===== src/rtl/neander_pkg.sv =====
// Shared encodings for the Neander control unit: opcodes, ALU selects and sequencer states.
package neander_pkg;

  localparam logic [3:0] OP_NOP = 4'h0;
  localparam logic [3:0] OP_STA = 4'h1;
  localparam logic [3:0] OP_LDA = 4'h2;
  localparam logic [3:0] OP_ADD = 4'h3;
  localparam logic [3:0] OP_OR  = 4'h4;
  localparam logic [3:0] OP_AND = 4'h5;
  localparam logic [3:0] OP_NOT = 4'h6;
  localparam logic [3:0] OP_JMP = 4'h8;
  localparam logic [3:0] OP_JN  = 4'h9;
  localparam logic [3:0] OP_JZ  = 4'hA;
  localparam logic [3:0] OP_HLT = 4'hF;

  localparam logic [2:0] ALU_ADD    = 3'b000;
  localparam logic [2:0] ALU_AND    = 3'b001;
  localparam logic [2:0] ALU_OR     = 3'b010;
  localparam logic [2:0] ALU_NOT    = 3'b011;
  localparam logic [2:0] ALU_PASS_Y = 3'b100;

  typedef enum logic [3:0] {
    T0   = 4'd0,
    T1   = 4'd1,
    T2   = 4'd2,
    T3   = 4'd3,
    T4   = 4'd4,
    T5   = 4'd5,
    T6   = 4'd6,
    T7   = 4'd7,
    HALT = 4'd8
  } state_t;

  function automatic logic is_jump(input logic [3:0] opc);
    return (opc == OP_JMP) || (opc == OP_JN) || (opc == OP_JZ);
  endfunction

endpackage


===== src/rtl/neander_ctrl.sv =====
// Neander control unit: T0..T7 sequencer plus HALT, with strobes decoded from state, opcode and flags.
module neander_ctrl
  import neander_pkg::*;
(
  input  logic       ck,
  input  logic       ereset,
  input  logic       run,
  input  logic [3:0] op,
  input  logic       n,
  input  logic       z,
  output logic       sel_rdm,
  output logic       load_rem,
  output logic       load_rdm,
  output logic       load_ri,
  output logic       load_ac,
  output logic       load_nz,
  output logic       load_pc,
  output logic       inc_pc,
  output logic       mem_rd,
  output logic       mem_wr,
  output logic [2:0] alu_sel,
  output logic       halted,
  output logic [2:0] tstate
);

  state_t state, next_state;

  always_ff @(posedge ck) begin
    if (ereset) state <= T0;
    else        state <= next_state;
  end

  // Taken jumps reach T4/T5, so the opcode alone identifies them there without storing the flag.
  always_comb begin
    next_state = T0;
    sel_rdm  = 1'b0;
    load_rem = 1'b0;
    load_rdm = 1'b0;
    load_ri  = 1'b0;
    load_ac  = 1'b0;
    load_nz  = 1'b0;
    load_pc  = 1'b0;
    inc_pc   = 1'b0;
    mem_rd   = 1'b0;
    mem_wr   = 1'b0;
    alu_sel  = ALU_PASS_Y;
    halted   = 1'b0;
    tstate   = (state == HALT) ? 3'd0 : state[2:0];

    case (state)
      T0: begin
        if (run) begin
          load_rem   = 1'b1;
          next_state = T1;
        end else begin
          next_state = T0;
        end
      end
      T1: begin
        mem_rd     = 1'b1;
        inc_pc     = 1'b1;
        next_state = T2;
      end
      T2: begin
        load_ri    = 1'b1;
        next_state = T3;
      end
      T3: begin
        case (op)
          OP_STA, OP_LDA, OP_ADD, OP_OR, OP_AND, OP_JMP: begin
            load_rem   = 1'b1;
            next_state = T4;
          end
          OP_NOT: begin
            alu_sel    = ALU_NOT;
            load_ac    = 1'b1;
            load_nz    = 1'b1;
            next_state = T0;
          end
          OP_JN, OP_JZ: begin
            if ((op == OP_JN && n) || (op == OP_JZ && z)) begin
              load_rem   = 1'b1;
              next_state = T4;
            end else begin
              inc_pc     = 1'b1;
              next_state = T0;
            end
          end
          OP_HLT:  next_state = HALT;
          default: next_state = T0;
        endcase
      end
      T4: begin
        mem_rd     = 1'b1;
        inc_pc     = !is_jump(op);
        next_state = T5;
      end
      T5: begin
        if (is_jump(op)) begin
          load_pc    = 1'b1;
          next_state = T0;
        end else begin
          load_rem   = 1'b1;
          sel_rdm    = 1'b1;
          next_state = T6;
        end
      end
      T6: begin
        if (op == OP_STA) load_rdm = 1'b1;
        else              mem_rd   = 1'b1;
        next_state = T7;
      end
      T7: begin
        if (op == OP_STA) begin
          mem_wr = 1'b1;
        end else begin
          case (op)
            OP_ADD:  alu_sel = ALU_ADD;
            OP_OR:   alu_sel = ALU_OR;
            OP_AND:  alu_sel = ALU_AND;
            default: alu_sel = ALU_PASS_Y;
          endcase
          load_ac = 1'b1;
          load_nz = 1'b1;
        end
        next_state = T0;
      end
      HALT: begin
        halted     = 1'b1;
        next_state = HALT;
      end
      default: next_state = T0;
    endcase

    // Reset masks every output so nothing fires on the cycle the sequencer is being cleared.
    if (ereset) begin
      sel_rdm  = 1'b0;
      load_rem = 1'b0;
      load_rdm = 1'b0;
      load_ri  = 1'b0;
      load_ac  = 1'b0;
      load_nz  = 1'b0;
      load_pc  = 1'b0;
      inc_pc   = 1'b0;
      mem_rd   = 1'b0;
      mem_wr   = 1'b0;
      alu_sel  = ALU_PASS_Y;
      halted   = 1'b0;
      tstate   = 3'd0;
    end
  end

endmodule

===== config.mk =====
export PLATFORM = sky130hd
export DESIGN_NAME = neander_ctrl
export DESIGN_NICKNAME = d
export VERILOG_FILES = /design/src/rtl/neander_pkg.sv /design/src/rtl/neander_ctrl.sv
export SDC_FILE = /design/constraint.sdc
export NUM_CORES = 1
export LEC_CHECK = 0
export CAP_MARGIN = 25
export CORE_MARGIN = 2
export CORE_UTILIZATION = 37
export CTS_CLUSTER_SIZE = 14
export DETAILED_ROUTE_END_ITERATION = 6
export PLACE_DENSITY = 0.81
export SLEW_MARGIN = 20
export SYNTH_ARGS = -nofsm -noshare
export SYNTH_HDL_FRONTEND = slang
export SYNTH_SLANG_ARGS = --single-unit

===== constraint.sdc =====
create_clock -name ck -period 2.2 [get_ports ck]
set_input_delay 0.66 -clock ck [delete_from_list [all_inputs] [get_ports ck]]
set_output_delay 0.66 -clock ck [all_outputs]
set_load 0.02 [all_outputs]

# ---- Word-level counts from Yosys, hierarchy flattened
# Cells that the tools add are included.
dict set report word_totals {
  register_bits 4
  input_bits 9
  output_inout_bits 17
  elab_cells 71
}
dict set report op_classes {
  eq_ne 18
  muxes 42
  reduce_logical 10
}
# cell n
set op_table {}
lappend op_table {{$pmux W4 S8} 1}
lappend op_table {{$eq A4 B3 Y1 const B} 7}
lappend op_table {{$mux W1} 26}
lappend op_table {{$mux W3} 7}
lappend op_table {{$eq A4 B4 Y1 const B} 5}
lappend op_table {{$eq A4 B2 Y1 const B} 4}
lappend op_table {{$pmux W4 S3} 1}
lappend op_table {{$pmux W3 S3} 1}
lappend op_table {{$eq A4 B1 Y1 const B} 2}
lappend op_table {{$pmux W1 S2} 3}
lappend op_table {{$pmux W1 S3} 2}
lappend op_table {{$pmux W3 S2} 1}
lappend op_table {{$reduce_or A6 Y1} 1}
lappend op_table {{$logic_not A4 Y1} 1}
lappend op_table {{$reduce_or A2 Y1} 2}
lappend op_table {{$logic_or A1 B1 Y1} 3}
lappend op_table {{$logic_and A1 B1 Y1} 2}
lappend op_table {{$logic_not A1 Y1} 1}

# ---- Depth between registers and ports, before layout
# Gate-level depths: netlist (run 1).
dict set report logic_depth {
  depth_word 7
  mapped_depth 6
  ltp_nobuf 4
}

# ---- Least setup slack after synthesis (run 1)
# OpenSTA, ideal clock, no wires.
dict set report synth_timing {
  path_kind {input port to output port}
  start {input ereset}
  end {output alu_sel[1]}
  arrival_time_ps 1813
  required_ps 1540
  setup_slack_ps -273
  stages 5
  n_path_buf 1
  path_cell_list {buf_6 > nor2_2 > and4_1 > mux2i_1 > nor3_1}
}
dict set report synth_via {
  elab_chain_cells 1
}
# element line
set synth_lines {}
lappend synth_lines {{start: declaration} neander_ctrl.sv:6} ;# input logic ereset,
lappend synth_lines {{$mux W3} neander_ctrl.sv:136} ;# if (ereset) begin
lappend synth_lines {{end: declaration} neander_ctrl.sv:21} ;# output logic [2:0] alu_sel,
# Every way passes these cells.

# ---- Final worst setup path (run 1)
dict set report layout_timing {
  start {input op[0]}
  end {output alu_sel[2]}
}
dict set report layout_via {
  elab_chain_cells 5
  word_cells_on_any_way 10
  cone_classes {5 x eq/ne; 5 x mux}
}
# element line
set layout_lines {}
lappend layout_lines {{start: declaration} neander_ctrl.sv:8} ;# input logic [3:0] op,
lappend layout_lines {{$eq A4 B3 Y1 or $eq A4 B2 Y1 (tied branches)} neander_ctrl.sv:117} ;# case (op)
lappend layout_lines {{$pmux W3 S3} neander_ctrl.sv:117}
lappend layout_lines {{$mux W3} neander_ctrl.sv:114} ;# if (op == OP_STA) begin
lappend layout_lines {{$pmux W3 S2 *} neander_ctrl.sv:50} ;# case (state)
lappend layout_lines {{$mux W3 *} neander_ctrl.sv:136}
# Mark *: on every way between the ends. The rest lies on a longest branch, timed or not.

==> results.json, run 1 <==
{
  "vdd.ir_drop.worst_mv": 0.3380,
  "antenna-diode-count": 0,
  "numCtsBuffers": 3,
  "final.setup.worst_slack_ns": -0.3432,
  "remaining_drc_errors": 0,
  "net_count_of_the_finished_layout": 161,
  "layout.cell_area.non_filler_sq_um": 1434,
  "antenna_found_initial": 0,
  "status": "finished with violations",
  "violations": "setup timing",
  "layout-area-overhead-vs-synth_pct": 129.2,
  "synth_most_common_cell": "sky130_fd_sc_hd__a21oi_1",
  "synth.cells.most_frequent": "sky130_fd_sc_hd__a21oi_1, sky130_fd_sc_hd__nand2_1, sky130_fd_sc_hd__nor2_1, sky130_fd_sc_hd__nor2b_1",
  "grtUsageTotal": 0.3008,
  "post-place-cells": 148,
  "number_of_flip_flops_under_the_largest_register_name": 4,
  "post-route-period-util": 1.156,
  "multi_input_area_sq_um": 701.9,
  "worst_path_most_repeated_cell": "sky130_fd_sc_hd__buf_6",
  "gpl_wtd_cong": 0.8719,
  "max-slew-margin-rel": 0.7684,
  "synth_seq_cells": 4,
  "clk_pin_slew_ns": 0.04,
  "yosys-top-cells-area": "sky130_fd_sc_hd__dfxtp_1, sky130_fd_sc_hd__nor2b_1, sky130_fd_sc_hd__nor3b_1",
  "max_flop_register": "state",
  "fmax_mhz": 393.2,
  "total_vias_in_the_final_route": 1053,
  "worst_endpoint_required_time_ns": 1.54,
  "drv_cap": 0,
  "rrSetupSlack_ns": 0.56,
  "crit_path_max_incr_delay_ns": 0.19,
  "clock_skew_ns": 0.0006367,
  "cts.path.max_buffers": 2,
  "place.port_buffers": 25,
  "asyncSetResetFlopFracSynth": 0,
  "worstMarginPinSlew_ns": 0.3467,
  "synth_warnings": 0,
  "synthesis.area_per_instance_sq_um": 7.109,
  "ys_seq_area_frac": 0.1280,
  "non_filler_instances": 166,
  "ctsHtreeMaxLevel": 1,
  "number_of_synthesized_flops_with_an_enable_pin": 0,
  "wirelength_mm": 3.642,
  "fill_cells": 55,
  "antenna_violating_nets_post_route": 0,
  "grt_setup_unrepaired": "yes",
  "place.detailed.hpwl_mm": 1.601,
  "largestRegisters": "state: 4 flops",
  "critPathLaunchType": "input pin",
  "clkLatencyLatePin_ns": 0.23,
  "layout.core_utilization": 0.9302,
  "path_cells": "buf_6, buf_6, buf_4, buf_6, nor3b_2, o21ai_1, o21ai_1, nand4_1, buf_6",
  "pins_over_their_slew_limit": 0,
  "critPathCaptureType": "primary output",
  "design.portCount": 26,
  "power.density_cell_area_nw_per_um2": 276.5,
  "postPlaceCellArea_sq_um": 1087,
  "timing.hold.worst.class": "flop to flop",
  "grt_max_degree": 10,
  "globalRoute.totalOverflow": 0,
  "syn-num-nets": 97,
  "synth.lib_cells_used.distinct": 38,
  "rows": 14,
  "yosysTopAreaCellShare": 0.1280,
  "critPathArrivalTime_ns": 1.88,
  "detail_route.first_pass.iterations": 4,
  "post-synth-top-area-cell": "sky130_fd_sc_hd__dfxtp_1",
  "floorplan.initialDensity": 0.4058,
  "timing.setup.critical_path_class": "input pin to primary output",
  "core_area_sq_um": 1541,
  "timing.final.setup_violations": 12,
  "cts_tree": "done",
  "timing.final.crit_period_ns": 2.543,
  "clockRootBuffer": "sky130_fd_sc_hd__clkbuf_4",
  "first_iter_violations": 54,
  "postSynthCellCount": 88,
  "cts_hold_buf": 0,
  "chipWidth_um": 45.12,
  "p_leak_nw": 0.6344,
  "cts.sink_count": 4,
  "overall_die_area_sq_um": 2036,
  "critPathSlowestCell": "sky130_fd_sc_hd__nor3b_2",
  "post_drt_wl_per_cell_um": 21.94,
  "first_global_vias": 973,
  "via_per_instance_ratio": 6.343,
  "synth.cell_area_sq_um": 625.6,
  "postSynth.topFlopCell": "sky130_fd_sc_hd__dfxtp_1",
  "sequential_cell_area_sq_um": 81.33,
  "die_h_um": 45.12,
  "drive_gt1_frac": 0.6933,
  "grt_pass1_wl_mm": 4.388,
  "finalHoldViolations": 0,
  "crit_fanout": 4,
  "fin_worst_hold_slack_ns": 0.7320
}
-- final timing paths --
kind,startpoint,endpoint,cells after the start
worst max-delay path,op[0],alu_sel[2],9
worst min-delay path,state[1],state[0],2
worst max register to register,state[3],state[2],8
worst min register to register,state[1],state[0],2
-- timing repair --
action,4_1_cts,5_1_grt
pin swaps,22,16
endpoints found under the setup margin,17,15
setup buffers,11,5
resized for setup,142,27
gates cloned,0,0
-- worst max-delay path, delay by kind of cell --
family / cells / cell delay [ns]
simple gates: 2 / 0.34
buf+inv: 5 / 0.63
compound gates: 2 / 0.23
-- cell type report --
cell class | count | share of cell area
multi-input combinational | 72 | 0.4895
timing repair buffer | 68 | 0.4154
sequential | 4 | 0.05672
clock buffer | 3 | 0.01571
tap | 16 | 0.01396
inverter | 3 | 0.008726
-- layer usage --
layer  routed length, um  up-vias  part of all wire  track usage
met5                   0        -                 0            0
li1                    -      446                 -            -
met3                 267       28             0.073      0.03600
met1                1330      507              0.37       0.3060
met2                1858       72              0.51       0.5886
met4                 185        0             0.051       0.1471
-- where the power goes --
group          switching (W)  internal (W)   total, W
combinational       0.000116      0.000112   0.000228
sequential        0.00000472     0.0000768  0.0000815
clock              0.0000259     0.0000607  0.0000866
-- cell families after synthesis --
kind of cell           after synthesis  synth area share
AND/OR/NAND/NOR                     47            0.4760
AO/OA/AOI/OAI                       24            0.2680
multiplexers                         1           0.01600
flip-flops                           4            0.1280
buffers and inverters               12            0.1120
-- placed cells by master, fill, tap and decap left out, types with 2 or more instances in the layout --
cell and count:
sky130_fd_sc_hd__a21oi_1 2, sky130_fd_sc_hd__nand2_1 4, sky130_fd_sc_hd__o21ai_1 3, sky130_fd_sc_hd__nor2b_4 2, sky130_fd_sc_hd__nor2b_1 4, sky130_fd_sc_hd__dfxtp_1 3, sky130_fd_sc_hd__nor3b_4 3, sky130_fd_sc_hd__clkdlybuf4s15_1 2
sky130_fd_sc_hd__and4_4 2, sky130_fd_sc_hd__nor2_1 5, sky130_fd_sc_hd__buf_4 36, sky130_fd_sc_hd__nand3b_1 2, sky130_fd_sc_hd__dlygate4sd2_1 3, sky130_fd_sc_hd__nand4_1 2, sky130_fd_sc_hd__a21oi_4 2, sky130_fd_sc_hd__buf_2 4
sky130_fd_sc_hd__o21ai_2 2, sky130_fd_sc_hd__a21oi_2 3, sky130_fd_sc_hd__nor2b_2 2, sky130_fd_sc_hd__clkbuf_4 3, sky130_fd_sc_hd__buf_6 23, sky130_fd_sc_hd__nor3_1 2, sky130_fd_sc_hd__o211ai_1 2, sky130_fd_sc_hd__o21a_1 2
sky130_fd_sc_hd__and2_4 2, sky130_fd_sc_hd__nand2b_4 3, sky130_fd_sc_hd__inv_1 2
-- stage by stage --
step | power, W | setup slack [ns] | setup TNS (ns)
finish | 0.0003965 | -0.3432 | -2.614
global route | 0.0004097 | -0.3836 | -3.012
CTS | 0.0003618 | -0.3552 | -1.268
detailed placement | 0.0002355 | -1.130 | -14.42
global placement | 0.0002325 | -1.093 | -14.07
floorplan | 0.0001632 | -0.08464 | -0.3401
Power figures use the tool's default switching activity.
==> run 2: changes to the inputs <==
--- a/config.mk
+++ b/config.mk
@@ -8,6 +8,7 @@
 export CAP_MARGIN = 25
 export CORE_MARGIN = 2
 export CORE_UTILIZATION = 37
+export CTS_CLUSTER_DIAMETER = 40
 export CTS_CLUSTER_SIZE = 14
 export DETAILED_ROUTE_END_ITERATION = 6
 export PLACE_DENSITY = 0.81
==> results of run 2 <==
No change in the layout: final DEF, timing and power equal those of run 1.
